## config.mk

```make
export PLATFORM = sky130hd
export DESIGN_NAME = if_fetch_unit
export DESIGN_NICKNAME = d
export VERILOG_FILES = /design/src/rtl/pipeline_pkg.sv /design/src/rtl/if_fetch_unit.sv
export SDC_FILE = /design/constraint.sdc
export NUM_CORES = 1
export LEC_CHECK = 0
export CAP_MARGIN = 10
export CORE_MARGIN = 2
export CORE_UTILIZATION = 40
export DETAILED_ROUTE_END_ITERATION = 10
export PLACE_DENSITY = 0.77
export SETUP_SLACK_MARGIN = 0.02
export SLEW_MARGIN = 20
export SYNTH_ARGS = -nofsm -noshare
export SYNTH_HDL_FRONTEND = slang
export SYNTH_SLANG_ARGS = --single-unit
```

## constraint.sdc

```tcl
create_clock -name clk -period 4.4 [get_ports clk]
set_input_delay 0.44 -clock clk [delete_from_list [all_inputs] [get_ports clk]]
set_output_delay 0.44 -clock clk [all_outputs]
set_load 0.005 [all_outputs]
```

## src/rtl/pipeline_pkg.sv

```systemverilog
// Shared pipeline types and constants for the fetch stage and its neighbours.
package pipeline_pkg;

  localparam int XLEN = 32;
  localparam logic [XLEN-1:0] PC_INC     = 32'd4;
  localparam logic [XLEN-1:0] NOP        = 32'h0000_0000;
  localparam logic [XLEN-1:0] ALIGN_MASK = 32'hFFFF_FFFC;

  typedef enum logic [1:0] {
    FETCH = 2'd0,
    WAIT  = 2'd1,
    DROP  = 2'd2
  } fetch_state_e;

endpackage

```

## src/rtl/if_fetch_unit.sv

```systemverilog
// Instruction-fetch stage: owns the PC, runs a single-outstanding imem handshake
// and holds one returned instruction for the IF/ID register.
module if_fetch_unit
  import pipeline_pkg::*;
#(
  parameter logic [XLEN-1:0] RESET_PC = 32'h0000_0000,
  parameter logic [XLEN-1:0] NOP_INST = NOP
) (
  input  logic            clk,
  input  logic            rst,
  input  logic            stall_IF,
  input  logic            redirect_valid,
  input  logic [XLEN-1:0] redirect_pc,
  output logic            imem_req,
  output logic [XLEN-1:0] imem_addr,
  input  logic            imem_ready,
  input  logic            imem_rvalid,
  input  logic [XLEN-1:0] imem_rdata,
  output logic [XLEN-1:0] inst_IF,
  output logic [XLEN-1:0] pc_IF,
  output logic [XLEN-1:0] pc4_IF,
  output logic            if_valid
);

  fetch_state_e    state_r, state_s;
  logic [XLEN-1:0] pc_reg_r, pc_reg_s;
  logic [XLEN-1:0] pc_pend_r, pc_pend_s;
  logic            buf_open_s;
  logic            fill_s;
  logic            drop_buf_s;

  // Next-state, PC update and request generation
  always_comb begin
    state_s    = state_r;
    pc_reg_s   = pc_reg_r;
    pc_pend_s  = pc_pend_r;
    fill_s     = 1'b0;
    imem_req   = 1'b0;
    imem_addr  = pc_reg_r;
    buf_open_s = !if_valid || !stall_IF;
    drop_buf_s = redirect_valid || (if_valid && !stall_IF);

    if (redirect_valid) begin
      // In-flight responses must be swallowed before fetching the new path
      pc_reg_s = redirect_pc & ALIGN_MASK;
      case (state_r)
        WAIT:    state_s = imem_rvalid ? FETCH : DROP;
        DROP:    state_s = imem_rvalid ? FETCH : DROP;
        default: state_s = FETCH;
      endcase
    end else begin
      case (state_r)
        FETCH: begin
          imem_req = !rst && buf_open_s;
          if (imem_req && imem_ready) begin
            pc_pend_s = pc_reg_r;
            pc_reg_s  = pc_reg_r + PC_INC;
            state_s   = WAIT;
          end else begin
            state_s = FETCH;
          end
        end
        WAIT: begin
          if (imem_rvalid) begin
            fill_s  = 1'b1;
            state_s = FETCH;
          end else begin
            state_s = WAIT;
          end
        end
        DROP: begin
          if (imem_rvalid) begin
            state_s = FETCH;
          end else begin
            state_s = DROP;
          end
        end
        default: state_s = FETCH;
      endcase
    end
  end

  // FSM state and PC registers
  always_ff @(posedge clk or posedge rst) begin
    if (rst) begin
      state_r   <= FETCH;
      pc_reg_r  <= RESET_PC;
      pc_pend_r <= 32'h0000_0000;
    end else begin
      state_r   <= state_s;
      pc_reg_r  <= pc_reg_s;
      pc_pend_r <= pc_pend_s;
    end
  end

  // One-entry instruction buffer, which also directly drives the IF outputs
  always_ff @(posedge clk or posedge rst) begin
    if (rst) begin
      if_valid <= 1'b0;
      inst_IF  <= NOP_INST;
      pc_IF    <= 32'h0000_0000;
      pc4_IF   <= 32'h0000_0000;
    end else if (fill_s) begin
      if_valid <= 1'b1;
      inst_IF  <= imem_rdata;
      pc_IF    <= pc_pend_r;
      pc4_IF   <= pc_pend_r + PC_INC;
    end else if (drop_buf_s) begin
      if_valid <= 1'b0;
      inst_IF  <= NOP_INST;
      pc_IF    <= 32'h0000_0000;
      pc4_IF   <= 32'h0000_0000;
    end else begin
      if_valid <= if_valid;
      inst_IF  <= inst_IF;
      pc_IF    <= pc_IF;
      pc4_IF   <= pc4_IF;
    end
  end

endmodule

```

==> summary.md, run 1 <==
| Metric | Value |
|---|---|
| Max_cap viols | 0 |
| Synth Flop Type | dfrtp_1 |
| RSZ-0062 raised after global routing | no |
| Critical Path Start Type | register |
| Int Pwr | roughly 2.8 mW |
| Post-CTS Setup Inserts | 0 |
| H-tree depth | 4 |
| GRT Util Overall | about a fifth |
| Yosys warning total | 0 |
| Max-slew headroom | between 30 and 40% |
| CP max FO | 3 |
| Syn Std Cell Area | just under 7000 µm² |
| Commonest cells post-synth | dfrtp_1, nand2_1, a22o_1 |
| Synth async-reset ratio | 100% |
| Leakage Power | about 4.0 nW |
| DRT Pass-1 Iters | 5 |
| Sequential share of the synthesized area | between 50% and 60% |
| Routed WL per cell | ~17 µm |
| CP bufs+invs | 2 |
| Setup violations, final | 0 |
| Worst hold path endpoint | pc4_IF[2]$_DFFE_PP0P_ |
| R2r endpoint | imem_addr[30]$_DFFE_PP0P_ |
| PortBufs | about 190 |
| Largest cells by area after synthesis | dfrtp_1, a22o_1, xor2_1, mux2_2, nand2_1 |
| Hpwl dp | approximately 12,000 µm |
| Synth Register Bits | between 150 and 200 |
| Reg2reg path depth | 8 |
| RR Startpoint | state_r[0]$_DFF_PP0_ |
| Post-synthesis mux area share | under 10% |
| Data arrival, critical path | just under 2000 ps |
| Syn Inst Count | approximately 600 |
| Critical Path Sink Type | output pin |
| CTS tree | built |
| Clk_lat worst skew | roughly 420 ps |
| Startpoint of the worst hold path | pc4_IF[2]$_DFFE_PP0P_ |
| Crit path cell chain | inv_1 -> ha_1 -> nand2b_1 -> nor3_1 -> clkdlybuf4s50_1 |
| Final GP Congestion | ~0.8 |
| Max Slew Vio Count | 0 |
| Pwr/cell area | around 400 nW/µm² |
| Worst hold path cell count | 2 |
| First-pass GRT wire length | 27,800 µm |
| Area growth from synthesis to layout | 40.3% |
| WL final | about 17,000 µm |
| Power, Total | 3.81 mW |
| Peak supply drop | between 0.0002 and 0.0003 V |
| Largest area contributor in the netlist | dfrtp_1 |
| R2R Setup Slk | approximately 2000 ps |
| CP delay by family, top | buffers and inverters |
| Placed Area | approximately 8900 µm² |
| Fin crit period | about 2400 ps |
| CP Class | reg -> out |
| Area of the core | 16,600 µm² |
| Least-Margin Pin Slew | roughly 1000 ps |
| Register share of total power | around 46% |
| Worst slack, placed | approximately 1700 ps |
| Die width | 134 µm |
| # clock sinks | 155 |
| CP required | 3960 ps |
| Via/cell ratio | ~5.2 |
| Psw | 971 µW |
| Layout cells sized above 1 | 10.1% |
| # DRC | 0 |
| Final period utilization | a little over half |
| Achievable frequency | around 420 MHz |
| Final hold slack | 483 ps |
| CTS resizes | 0 |
| CP max stage cell | clkdlybuf4s50_1 |
| Largest net degree at the start of global routing | ~160 |
| Hold Vio Cnt, Final | 0 |
| Grt total ovfl | 0 |
| Combinational family with the most area after synthesis | simple AND/OR/NAND/NOR gates |
| Clock network power share | 40.8% |
| Synth Area in Simple Gates | a little over an eighth |
| Post-synthesis xor/xnor area fraction | slightly below 7% |
| Routed Antenna Nets | 0 |
| Top-count cell post-synth | dfrtp_1 |
| Synth Area in Compound Gates | between 10 and 15% |
| Switching share of power | about 25% |
| Site Rows | 47 |
| DR iter-0 viols | around 260 |
| Die ar. | roughly 18,000 µm² |
| Syn avg cell area | 11.4 µm² |
| Starting density of the core | 40.9% |
| CTS root buffer | clkbuf_16 |
| Clock Skew | about 9 ps |
| Routed vias | ~5,300 |
| Class of the worst hold path | reg -> reg |
| Adder-cell share of the synthesized area | 1.10% |
| Hold-fix buffers, CTS | 0 |
| CP max stage delay | ~550 ps |
| Fill cells | roughly 1,400 |
| CTS buffer count | 17 |
| Logic gate share of total power | between 10% and 20% |
| Initial antenna violation count | 0 |
| Setup TNS | 0 ps |
| I/O pin cnt | 200 |
| Post-route cell area | around 9600 µm² |
| # diodes | 0 |
| Top cell type's share of synthesized area | 57.0% |
| Die height | around 130 µm |
| Distinct cells, synth | 40 |
| Status | finished, final reports clean |
| Clk buf depth | 2 |
| Clock Pin Slew Worst Setup and Hold Paths | ~60 ps |
| Final setup margin | around 2000 ps |
| EDFF count, synth | 0 |
| Number of global-route vias before repair | ~5,000 |
| Fin nets | between 800 and 900 |
stage by stage:
| step | cells | utilization [%] |
|---|---|---|
| after global routing | 1011 | 57.4 |
| after floorplan | 602 | - |
| after global placement | 980 | 53.6 |
| after detailed placement | 980 | 53.6 |
| after CTS | 1011 | 57.4 |
| final | 1011 | 57.4 |
cell families after synthesis:
| group | after synthesis |
|---|---|
| buffers and inverters | 48 |
| AO/OA/AOI/OAI | 125 |
| multiplexers | 35 |
| adder cells (fa/ha/maj) | 6 |
| AND/OR/NAND/NOR | 173 |
| flip-flops | 155 |
| other | 1 |
| XOR/XNOR | 54 |
tightest hold or removal path, delay by kind of cell, from the launching register on:
kind | cells | cell delay, ps
simple gates | 1 | 50
compound gates | 1 | 60
flops | 1 | 340
metal layers:
metal  GRT usage, %  vias to the layer above  wire length [µm]
li1               -                     2488                 -
met2           29.9                      183              7830
met5              0                        -                 0
met3           4.95                       27              1100
met1           26.8                     2567              7840
met4           7.78                        0               408
flip-flops by register name, indices dropped and copies added, names as in the netlist:
| signal | count |
|---|---|
| pc_pend_r | 30 |
| pc_IF | 30 |
| imem_addr | 30 |
| pc4_IF | 30 |
| inst_IF | 32 |
| state_r | 2 |
| if_valid | 1 |
area by class of cell:
| type | instances | area [µm²] | share of cell area (%) |
|---|---|---|---|
| Sequential cell | 155 | 3880 | 40.6 |
| Clock buffer | 21 | 470 | 4.93 |
| Inverter | 7 | 30.0 | 0.314 |
| Timing Repair Buffer | 199 | 1980 | 20.7 |
| Multi-Input combinational cell | 399 | 2760 | 28.8 |
| Tap cell | 220 | 275 | 2.88 |
| Clock inverter | 10 | 163 | 1.70 |
power by group through the flow:
stage               Combinational, mW  Sequential [mW]  Clock, mW
global placement                0.501             1.77          0
finish                          0.504             1.75       1.55
floorplan                       0.289             1.71          0
global route                    0.557             1.78       1.65
detailed placement              0.509             1.78          0
CTS                             0.513             1.75       1.59
placed cells by master, fill, tap and decap left out, types with 10 or more instances in the layout:
cell type and instances:
clkdlybuf4s50_1 190, dfrtp_1 155, nand2_1 69, a22o_1 65, o21ai_1 41, xor2_1 38, nand3_1 29, mux2_2 27
nand4_1 20, clkbuf_16 17, xnor2_1 16, nor2_1 14, o21ai_0 13, and3_1 10
how the worst max path moves through the flow:
stage	endpoint	depth (start not counted)	start
2_1_floorplan	if_valid$_DFFE_PP0P_	1	rst
3_3_place_gp	imem_addr[30]$_DFFE_PP0P_	7	rst
3_5_place_dp	imem_addr[30]$_DFFE_PP0P_	7	rst
4_1_cts	imem_req	5	state_r[0]$_DFF_PP0_
5_1_grt	imem_addr[30]$_DFFE_PP0P_	8	state_r[0]$_DFF_PP0_
6_report	imem_req	5	state_r[0]$_DFF_PP0_
(Power assumes the default switching activity.)
==> run 2: changes to the inputs <==
PLACE_DENSITY = 0.74   (was 0.77)
clock period = 2.38 ns   (was 4.4 ns; I/O delays follow)
==> summary.md, run 2 (same netlist as run 1, synthesis figures left out) <==
| Metric | Value |
|---|---|
| Status | finished, final reports clean |
| CTS tree | built |
| Max-slew headroom | 56.8% (+26 points) |
| GRT Util Overall | 20.0% (+0.48 points) |
| H-tree depth | 4 (unchanged) |
| Setup violations, final | 0 (unchanged) |
| Achievable frequency | 470 MHz |
| I/O pin cnt | 200 (unchanged) |
| R2r endpoint | imem_addr[19]$_DFFE_PP0P_ |
| Max reg flops | 32 (unchanged) |
| Clock Skew | 10.0 ps (+0.962 ps) |
| CP delay by family, top | buffers and inverters |
| Worst hold path endpoint | imem_addr[22]$_DFFE_PP0P_ |
| Leakage Power | 4.07 nW (+1.1%) |
| Data arrival, critical path | 1890 ps (-40 ps) |
| Fill cells | 1,375 (-3.4%) |
| Largest net degree at the start of global routing | 122 (-22%) |
| Area growth from synthesis to layout | 41.6% |
| Class of the worst hold path | in -> reg |
| First-pass GRT wire length | 28,600 µm (+2.8%) |
| Hold-fix buffers, CTS | 0 (unchanged) |
| Area of the core | 16,600 µm² (unchanged) |
| Pwr/cell area | 736 nW/µm² (+84%) |
| Worst hold path cell count | 4 (+2) |
| PortBufs | 191 (unchanged) |
| Clk_lat worst skew | 420 ps (about the same) |
| Number of global-route vias before repair | 5,440 (+5.8%) |
| CP max stage delay | 520 ps (-30 ps) |
| Clk buf depth | 2 (unchanged) |
| Peak supply drop | 0.000498 V (+73%) |
| DRT Pass-1 Iters | 4 (-1) |
| WL final | 17,500 µm (+2.1%) |
| Initial antenna violation count | 0 (unchanged) |
| Via/cell ratio | 5.27 (+1.2%) |
| R2R Setup Slk | 330 ps (-1710 ps) |
| Biggest register | inst_IF |
| Least-Margin Pin Slew | 648 ps (-386 ps) |
| Layout cells sized above 1 | 10.8% (+0.68 points) |
| Commonest non-fill, non-tap cells in the layout | clkdlybuf4s50_1, dfrtp_1, nand2_1 |
| RSZ-0062 raised after global routing | no |
| Starting density of the core | 40.9% (unchanged) |
| Final period utilization | about nine tenths |
| Hpwl dp | 12,500 µm (+4.2%) |
| # DRC | 0 (unchanged) |
| CP max FO | 3 (unchanged) |
| # diodes | 0 (unchanged) |
| Fin crit period | roughly 2100 ps |
| Critical Path Sink Type | output pin |
| RR Startpoint | imem_addr[4]$_DFFE_PP0P_ |
| CP Class | reg -> out |
| Final Non-Filler Cells | 1,017 (+0.59%) |
| CP bufs+invs | 2 (unchanged) |
| Reg2reg path depth | 6 (-2) |
| Crit path cell chain | inv_1 -> ha_1 -> nand2b_1 -> nor3_1 -> clkdlybuf4s50_1 |
| Die height | 134 µm (unchanged) |
| Clock Pin Slew Worst Setup and Hold Paths | 60 ps (about the same) |
| Max Slew Vio Count | 0 (unchanged) |
| Worst path depth | 5 (unchanged) |
| Die ar. | 18,100 µm² (unchanged) |
| Routed vias | 5,360 (+1.8%) |
| DR iter-0 viols | 262 (+1.9%) |
| Routed WL per cell | 17.2 µm (+1.5%) |
| Startpoint of the worst hold path | redirect_valid |
| Power, Total | 7.10 mW (+86%) |
| Final setup margin | 254 ps (-1770 ps) |
| Grt total ovfl | 0 (unchanged) |
| Final GP Congestion | 0.868 (+6.5%) |
| Hold Vio Cnt, Final | 0 (unchanged) |
| CP required | 2140 ps (-1820 ps) |
| Max_cap viols | 0 (unchanged) |
| CTS resizes | 0 (unchanged) |
| Site Rows | 47 (unchanged) |
| # clock sinks | 155 (unchanged) |
| Worst slack, placed | 342 ps (-1340 ps) |
| CTS root buffer | clkbuf_16 |
| Placed Cells | 985 (+0.51%) |
| Post-route cell area | 9640 µm² (+0.93%) |
| Routed Antenna Nets | 0 (unchanged) |
| Fin nets | 860 (+0.58%) |
| Post-CTS Setup Inserts | 0 (unchanged) |
| Setup TNS | 0 ps (unchanged) |
| Commonest non-fill, non-tap cell in the layout | clkdlybuf4s50_1 |
| Placed Area | 8990 µm² (+0.84%) |
| CP max stage cell | clkdlybuf4s50_1 |
| CTS buffer count | 17 (unchanged) |
| Die width | 134 µm (unchanged) |
| Critical Path Start Type | register |
run 2: cell count changes in the layout (fill, tap and decap cells not counted), sizes merged:
cell,delta
buf,+5
clkbuf,+1
clkinv,+1
inv,-1
run 2: worst max path at each step:
stage | start | to
floorplan | rst | if_valid$_DFFE_PP0P_
global route | imem_addr[4]$_DFFE_PP0P_ | imem_addr[31]$_DFFE_PP0P_
finish | state_r[1]$_DFF_PP0_ | imem_req
CTS | state_r[1]$_DFF_PP0_ | imem_req
detailed placement | rst | imem_addr[25]$_DFFE_PP0P_
global placement | rst | imem_addr[30]$_DFFE_PP0P_
run 2: area by class of cell:
cell class,instances,area (µm²),share of cell area [%]
timing repair buffer,204,2050,21.3
tap,220,275,2.86
multi-input combinational,399,2760,28.6
clock buffer,22,484,5.02
clock inverter,10,163,1.69
sequential,155,3880,40.2
inverter,7,30.0,0.311
run 2: per-layer routing:
layer,vias to the layer above,track usage (%),part of all wire [%]
met3,27,4.54,6.3
li1,2495,-,-
met5,-,0,0
met4,0,7.60,2.1
met2,218,32.0,46
met1,2620,26.9,45
run 2: metrics by stage:
step / utilization (%) / hold WS, ps
global placement: 54.0 / 469
global route: 57.9 / 322
floorplan: - / 304
CTS: 57.9 / 291
finish: 57.9 / 313
detailed placement: 54.0 / 477
run 2: worst min-delay path, delay by kind of cell:
family / cells / cell delay, ps
AO/OA/AOI/OAI: 1 / 50
AND/OR/NAND/NOR: 1 / 80
buffers and inverters: 2 / 320
run 2: power breakdown:
part | internal [mW] | switching, mW | total [mW]
clock | 1.87 | 1.03 | 2.90
sequential | 2.88 | 0.374 | 3.25
combinational | 0.554 | 0.396 | 0.951
total | 5.30 | 1.80 | 7.10
==> run 3: changes to the inputs <==
GPL_TIMING_DRIVEN = 0   (was default)
==> summary.md, run 3 (same netlist as run 1, synthesis figures left out) <==
| Metric | Value |
|---|---|
| Status | finished, final reports clean |
| Fin nets | 893 (+3.8%) |
| I/O pin cnt | 200 (unchanged) |
| CP Class | in -> out |
| Max_cap viols | 0 (unchanged) |
| Routed Antenna Nets | 0 (unchanged) |
| Clock Pin Slew Worst Setup and Hold Paths | 60 ps (about the same) |
| Final GP Congestion | 0.848 (-2.3%) |
| Via/cell ratio | 5.13 (-2.6%) |
| # DRC | 0 (unchanged) |
| Hold Vio Cnt, Final | 0 (unchanged) |
| Achievable frequency | 448 MHz (-4.8%) |
| Layout cells sized above 1 | 11.6% (+0.78 points) |
| Fill cells | 1,406 (+2.3%) |
| DR iter-0 viols | 258 (-1.5%) |
| Max reg flops | 32 (unchanged) |
| Routed WL per cell | 17.2 µm (-0.42%) |
| Die width | 134 µm (unchanged) |
| GRT Util Overall | 20.5% (+0.50 points) |
| Starting density of the core | 40.9% (unchanged) |
| Clk_lat worst skew | 420 ps (about the same) |
| Setup violations, final | 0 (unchanged) |
| CP required | 2140 ps (about the same) |
| Area of the core | 16,600 µm² (unchanged) |
| Site Rows | 47 (unchanged) |
| # clock sinks | 155 (unchanged) |
| H-tree depth | 4 (unchanged) |
| Clk buf depth | 2 (unchanged) |
| Die ar. | 18,100 µm² (unchanged) |
| Fin crit period | 2230 ps (+107 ps) |
| Post-route cell area | 9750 µm² (+1.1%) |
| Peak supply drop | 0.000501 V (+0.62%) |
| First-pass GRT wire length | 28,700 µm (+0.48%) |
| Biggest register | inst_IF |
| Largest net degree at the start of global routing | 34 (-72%) |
| Class of the worst hold path | in -> async |
| Leakage Power | 4.14 nW (+1.5%) |
| Area growth from synthesis to layout | 43.1% |
| # diodes | 0 (unchanged) |
| Commonest non-fill, non-tap cell in the layout | clkdlybuf4s50_1 |
| CTS root buffer | clkbuf_16 |
| Hpwl dp | 13,700 µm (+9.9%) |
| Number of global-route vias before repair | 5,279 (-3.0%) |
| Data arrival, critical path | 2000 ps (+110 ps) |
| WL final | 18,000 µm (+2.8%) |
| Max Slew Vio Count | 0 (unchanged) |
| Final period utilization | 93.8% (+4.5 points) |
| Initial antenna violation count | 0 (unchanged) |
| Least-Margin Pin Slew | 592 ps (-55.6 ps) |
| DRT Pass-1 Iters | 4 (unchanged) |
| Critical Path Sink Type | output pin |
| CTS buffer count | 17 (unchanged) |
| PortBufs | 191 (unchanged) |
| Core Util, Final | 58.6% (+0.65 points) |
| Die height | 134 µm (unchanged) |
| RSZ-0062 raised after global routing | no |
| Routed vias | 5,391 (+0.58%) |
| CTS resizes | 3 (+3) |
| Hold-fix buffers, CTS | 0 (unchanged) |
| Pwr/cell area | 714 nW/µm² (-3.0%) |
| Critical Path Start Type | primary input |
| CTS tree | built |
| Placed Area | 9120 µm² (+1.4%) |
| Commonest non-fill, non-tap cells in the layout | clkdlybuf4s50_1, dfrtp_1, nand2_1 |
| Final hold slack | 224 ps (-88.4 ps) |
| Post-CTS Setup Inserts | 0 (unchanged) |
| Max-slew headroom | 60.5% (+3.7 points) |
| Clock Skew | 9.02 ps (-0.999 ps) |
| Grt total ovfl | 0 (unchanged) |
| CP max FO | 10 (+7) |
[run 3: metal layers]
metal / wire [µm] / track usage (%)
met5: 0 / 0
met4: 511 / 8.71
met3: 1140 / 5.41
met2: 8260 / 31.2
met1: 8120 / 28.0
[run 3: cell type report]
class / instances / area, µm² / share of cell area [%]
inverters: 7 / 30.0 / 0.308
well taps: 220 / 275 / 2.82
clock inverters: 11 / 144 / 1.48
repair buffers: 196 / 2010 / 20.6
flip-flops and latches: 155 / 3880 / 39.8
plain buffers: 41 / 193 / 1.98
clock buffers: 21 / 460 / 4.72
multi-input cells: 399 / 2760 / 28.3
[run 3: power breakdown]
group | switching, mW | leakage, nW | total [mW] | internal [mW]
sequential | 0.347 | 2.04 | 3.22 | 2.88
clock | 1.04 | 0.285 | 2.74 | 1.70
combinational | 0.429 | 1.81 | 1.00 | 0.573
[run 3: path summary, 6_finish.rpt]
check | from | end | slack, ps | cells after the start
setup / recovery | redirect_valid | imem_req | 150 | 5
hold / removal | rst | state_r[0]$_DFF_PP0_ | 220 | 2
setup reg to reg | state_r[0]$_DFF_PP0_ | imem_addr[17]$_DFFE_PP0P_ | 180 | 8
hold reg to reg | pc4_IF[2]$_DFFE_PP0P_ | pc4_IF[2]$_DFFE_PP0P_ | 480 | 2
max in group asynchronous | rst | pc4_IF[23]$_DFFE_PP0P_ | 1030 | 6
min in group clk | redirect_pc[22] | imem_addr[22]$_DFFE_PP0P_ | 360 | 3
[run 3: worst max-delay path: stages]
cell and delay [ps]:
clkdlybuf4s50_1 530, clkbuf_2 250, buf_2 230, nor3_2 220, clkdlybuf4s50_1 530
[run 3: through the flow]
step	setup TNS, ps	setup slack, ps	instances	power [mW]
3_3_place_gp	-184570	-1190	1013	4.22
4_1_cts	0	20.2	1050	7.02
6_report	0	147	1050	6.96
2_1_floorplan	0	183	602	3.70
5_1_grt	0	32.9	1050	7.31
3_5_place_dp	-1820	-166	1018	4.27
